--- config.mk ---
export PLATFORM = sky130hd
export DESIGN_NAME = fifo_ctrl
export DESIGN_NICKNAME = d
export VERILOG_FILES = /design/src/rtl/fifo_ctrl.sv
export SDC_FILE = /design/constraint.sdc
export NUM_CORES = 1
export LEC_CHECK = 0
export CORE_AREA = 2 2 67 50
export DETAILED_ROUTE_END_ITERATION = 6
export DIE_AREA = 0 0 69 52
export DONT_BUFFER_PORTS = 1
export REMOVE_ABC_BUFFERS = 1
export SETUP_SLACK_MARGIN = 0.15
export SYNTH_ARGS = -nofsm -noshare
export SYNTH_HDL_FRONTEND = slang
export SYNTH_SLANG_ARGS = --single-unit
--- constraint.sdc ---
create_clock -name clk -period 2.66 [get_ports clk]
set_input_delay 0.532 -clock clk [delete_from_list [all_inputs] [get_ports clk]]
set_output_delay 0.532 -clock clk [all_outputs]
set_load 0.005 [all_outputs]
--- src/rtl/fifo_ctrl.sv ---
// Pointer/flag controller for a FIFO built around a register file (sync write, async read).
// Optional FIFO_CTRL_LEVEL_EN adds the occupancy counter and threshold-based almost flags.
module fifo_ctrl #(
    parameter int ADDR_WIDTH = 7,
    parameter int AF_THRESH  = 120,
    parameter int AE_THRESH  = 8
) (
    input  logic                  clk,
    input  logic                  reset,
    input  logic                  wr,
    input  logic                  rd,
    input  logic                  clr_err,
    output logic                  we,
    output logic [ADDR_WIDTH-1:0] w_addr,
    output logic [ADDR_WIDTH-1:0] r_addr,
    output logic                  full,
    output logic                  empty,
    output logic                  almost_full,
    output logic                  almost_empty,
    output logic [ADDR_WIDTH:0]   level,
    output logic                  overflow,
    output logic                  underflow
);

    // Handshake: a push is taken when wr=1 and the FIFO is not full, or when a pop
    // frees a slot in the same cycle; a pop is taken when rd=1 and the FIFO is not
    // empty. Both take effect on the rising clk edge; we mirrors the push decision.
    typedef enum logic [1:0] {
        ST_EMPTY   = 2'd0,
        ST_PARTIAL = 2'd1,
        ST_FULL    = 2'd2
    } state_t;

    state_t                state;
    state_t                state_next;
    logic [ADDR_WIDTH-1:0] w_ptr;
    logic [ADDR_WIDTH-1:0] r_ptr;
    logic [ADDR_WIDTH-1:0] w_ptr_next;
    logic [ADDR_WIDTH-1:0] r_ptr_next;
    logic                  push_ok;
    logic                  pop_ok;
    logic                  overflow_next;
    logic                  underflow_next;

    always_comb begin
        push_ok        = wr & ((state != ST_FULL) | rd);
        pop_ok         = rd & (state != ST_EMPTY);
        w_ptr_next     = push_ok ? w_ptr + ADDR_WIDTH'(1) : w_ptr;
        r_ptr_next     = pop_ok  ? r_ptr + ADDR_WIDTH'(1) : r_ptr;
        // A fresh error in the clearing cycle keeps its bit set.
        overflow_next  = (overflow & ~clr_err) | (wr & ~push_ok);
        underflow_next = (underflow & ~clr_err) | (rd & (state == ST_EMPTY));
    end

    always_ff @(posedge clk or posedge reset) begin
        if (reset) begin
            state     <= ST_EMPTY;
            w_ptr     <= '0;
            r_ptr     <= '0;
            overflow  <= 1'b0;
            underflow <= 1'b0;
        end else begin
            state     <= state_next;
            w_ptr     <= w_ptr_next;
            r_ptr     <= r_ptr_next;
            overflow  <= overflow_next;
            underflow <= underflow_next;
        end
    end

    assign we     = push_ok;
    assign w_addr = w_ptr;
    assign r_addr = r_ptr;
    assign full   = (state == ST_FULL);
    assign empty  = (state == ST_EMPTY);

`ifdef FIFO_CTRL_LEVEL_EN
    localparam logic [ADDR_WIDTH:0] DEPTH = {1'b1, {ADDR_WIDTH{1'b0}}};
    localparam logic [ADDR_WIDTH:0] AF_L  = (ADDR_WIDTH+1)'(AF_THRESH);
    localparam logic [ADDR_WIDTH:0] AE_L  = (ADDR_WIDTH+1)'(AE_THRESH);

    logic [ADDR_WIDTH:0] level_q;
    logic [ADDR_WIDTH:0] level_next;
    logic                af_q;
    logic                ae_q;

    always_comb begin
        level_next = level_q;
        state_next = ST_PARTIAL;
        if (push_ok & ~pop_ok) begin
            level_next = level_q + (ADDR_WIDTH+1)'(1);
        end else if (pop_ok & ~push_ok) begin
            level_next = level_q - (ADDR_WIDTH+1)'(1);
        end
        if (level_next == '0) begin
            state_next = ST_EMPTY;
        end else if (level_next == DEPTH) begin
            state_next = ST_FULL;
        end
    end

    always_ff @(posedge clk or posedge reset) begin
        if (reset) begin
            level_q <= '0;
            af_q    <= 1'b0;
            ae_q    <= 1'b1;
        end else begin
            level_q <= level_next;
            af_q    <= (level_next >= AF_L);
            ae_q    <= (level_next <= AE_L);
        end
    end

    assign level        = level_q;
    assign almost_full  = af_q;
    assign almost_empty = ae_q;
`else
    // Equal pointers are ambiguous; the direction of the last single-sided op resolves it.
    logic last_push;
    logic last_push_next;

    always_comb begin
        last_push_next = last_push;
        state_next     = ST_PARTIAL;
        if (push_ok & ~pop_ok) begin
            last_push_next = 1'b1;
        end else if (pop_ok & ~push_ok) begin
            last_push_next = 1'b0;
        end
        if (w_ptr_next == r_ptr_next) begin
            state_next = last_push_next ? ST_FULL : ST_EMPTY;
        end
    end

    always_ff @(posedge clk or posedge reset) begin
        if (reset) begin
            last_push <= 1'b0;
        end else begin
            last_push <= last_push_next;
        end
    end

    assign level        = '0;
    assign almost_full  = full;
    assign almost_empty = empty;
`endif

endmodule

==> out/results.ini, run 1 <==
[clock_tree]
cts_hold_buf = 0
post_cts_buffers = 0
numCtsBuffers = 3
htree_levels = 1
cts_tree = done
clk_pin_slew_worst_paths_ns = 0.07
cts_sinks = 19
clock_latency_ns = 0.26
cts_root_buf = clkbuf_8
post_cts_resized = 0
clk_path_buf_depth = 2

[drt]
drt.antenna.violating_nets = 0
avgViaCountPerCell = 4.76
wirelength_um = 2210
wl_met2_um = 918
drtPass1Iterations = 4
wire_per_inst_um = 15.1
drc = 0
routed-via-count = 695
drtIter0Drc = 33
wl_met3_um = 184
highest_layer = met4
drt-met1-wl_um = 1100

[setup_path]
cp_max_fo = 8
r2r_cells = 6
worstPathRequired_ns = 2.80
crit_type = register to register
r2r-end = state[0]
rrSetupSlack_ns = 0.28
r2r-start = state[0]
crit_path_end_kind = register
critPathLaunchType = register
worstPathArrival_ns = 2.52

[yosys]
synth_warnings = 0
synth_compound_area_share_pct = 6.60
synthArstFlopShare_pct = 100
ys_top_cells_by_count = dfrtp_1, buf_4, xor2_1, nand2_1
ys_ff_latch = 19
yosysSeqAreaShare_pct = 42.5
synth-edff-count = 0
synth_top_family_by_area = simple AND/OR/NAND/NOR gates
synth_cells = 107
synth-main-ff-cell = dfrtp_1
yosysTopAreaCellShare_pct = 42.5
synth_area_per_cell_um2 = 10.5
synth_xor_area_share_pct = 15.3
synth-adder-area-share_pct = 2.24
post-synth-top-count-cell = dfrtp_1
synth_simple_gate_area_share_pct = 19.5
ys_top_cells_by_area = dfrtp_1, xor2_1, buf_4
syn-cell-area_um2 = 1120
synth_top_cell_by_area = dfrtp_1
synthMuxAreaShare_pct = 3.69
synthDistinctLibCells = 36

[floorplanning]
design.die.area_um2 = 3590
io_pins = 34
die_y_um = 52
die_x_um = 69
core_area_um2 = 2980
rows = 17
start_util_pct = 37.6

[power_and_ir_drop]
p_seq_share_pct = 43.8
power_density_nw_per_um2 = 1120
p_switching_mw = 0.527
intPower_mw = 0.779
swShare_pct = 40.4
clkPwrFrac_pct = 15.6
total_leakage_power_nw = 0.541
ir_drop_mv = 0.403
pwr-share-comb_pct = 40.6

[grt]
grt_pass1_wl_um = 3530
grt_usage_pct = 13.0
grt_pass1_vias = 686
grt-ovfl-total = 0
grt_max_degree = 20
antenna_found_initial = 0

[timing]
fin_skew_ns = 0.00173
tightest_slew_ns = 0.737
fin_crit_ns = 2.38
worst_hold_slack_ns = 0.283
slew_violations = 0
maxSlewHeadroom_pct = 50.8
timing.fmax_ghz = 0.419
fin_crit_sh_pct = 89.6
hold_violations = 0
setup_tns_ns = 0
setup_violations = 0
rsz0062_at_grt = no

[min_path]
hp-class = input pin to asynchronous set/reset pin

[cells_and_area]
diodes = 0
layout-drive-gt1-share_pct = 13.0
nets = 116
synthToLayoutAreaGrowth_pct = 3.80

[place]
port_buffers = 0
routabilityCongestion = 0.764
dp_hpwl_um = 1670

[status]
status = completed

[run]
drv_cap = 0

[area by class of cell]
cell class	count	area (um^2)
Inverter	3	11.3
Sequential cell	19	475
Clock buffer	4	45.0
Fill cell	309	1820
Multi-Input combinational cell	79	559
Tap cell	38	47.5
Timing Repair Buffer	3	22.5
[registers in the layout, summed over array words and instances (netlist names)]
signal / flops
last_push: 1
r_addr: 7
state: 2
w_addr: 7
underflow: 1
overflow: 1
[cell usage in the layout, fill, tap and decap left out, types with 2 or more instances in the layout]
cell type,count
a21oi_1,4
and3_1,2
buf_4,3
clkbuf_8,3
conb_1,8
dfrtp_1,19
ha_1,2
inv_1,3
mux2i_1,3
nand2_1,8
nand3_1,3
nor2_1,7
nor2b_1,2
nor3_1,4
xnor2_1,7
xor2_1,10
[logic make-up (layout without fill, tap and decap cells)]
| family | count (synthesis) | after routing |
|---|---|---|
| compound gates | 10 | 10 |
| xor+xnor | 18 | 18 |
| simple gates | 37 | 37 |
| flops | 19 | 19 |
| fa+ha+maj | 2 | 2 |
| other cells | 1 | 8 |
| buf+inv | 16 | 10 |
| mux | 4 | 4 |
[stage by stage]
step | cells | setup slack [ns] | cell area [um^2] | utilization (%) | power, mW
global placement | 142 | 0.293 | 1120 | 37.5 | 1.09
finish | 146 | 0.276 | 1160 | 39.0 | 1.31
global route | 146 | 0.174 | 1160 | 39.0 | 1.41
CTS | 146 | 0.288 | 1160 | 39.0 | 1.32
floorplan | 101 | 0.337 | 1050 | - | 0.961
detailed placement | 142 | 0.285 | 1120 | 37.5 | 1.11
[how the worst max path moves through the flow]
| stage | start | cells past startpoint | to |
|---|---|---|---|
| after floorplan | rd | 6 | state[0] |
| after global placement | rd | 6 | state[0] |
| after detailed placement | rd | 6 | state[0] |
| after CTS | state[0] | 6 | state[0] |
| after global routing | state[0] | 6 | state[0] |
| final | state[0] | 6 | state[0] |
[layer usage]
layer,global-route usage [%],vias up
met4,2.94,0
met1,17.4,321
li1,-,344
met2,18.8,28
met5,0,-
met3,6.59,2
[worst max-delay path: stages, from the launching register on]
cell	delay, ns
dfrtp_1	0.47
or3b_4	0.44
and2_4	0.19
nand2b_4	0.14
and3_1	0.18
or4_1	0.53
or3_1	0.31
[power by group through the flow]
stage / combinational (mW) / sequential [mW] / clock (mW)
global placement: 0.519 / 0.572 / 0
CTS: 0.535 / 0.572 / 0.214
detailed placement: 0.529 / 0.579 / 0
global route: 0.587 / 0.592 / 0.235
finish: 0.531 / 0.572 / 0.203
floorplan: 0.419 / 0.542 / 0
Power figures use the tool's default switching activity.
==> run 2, diff against run 1 <==
GPL_ROUTABILITY_DRIVEN = 0   (was default)
SETUP_SLACK_MARGIN = 0.02   (was 0.15)
SKIP_CTS_REPAIR_TIMING = 1   (was default)
==> results of run 2 <==
Final layout, timing and power as in run 1 (identical DEF).
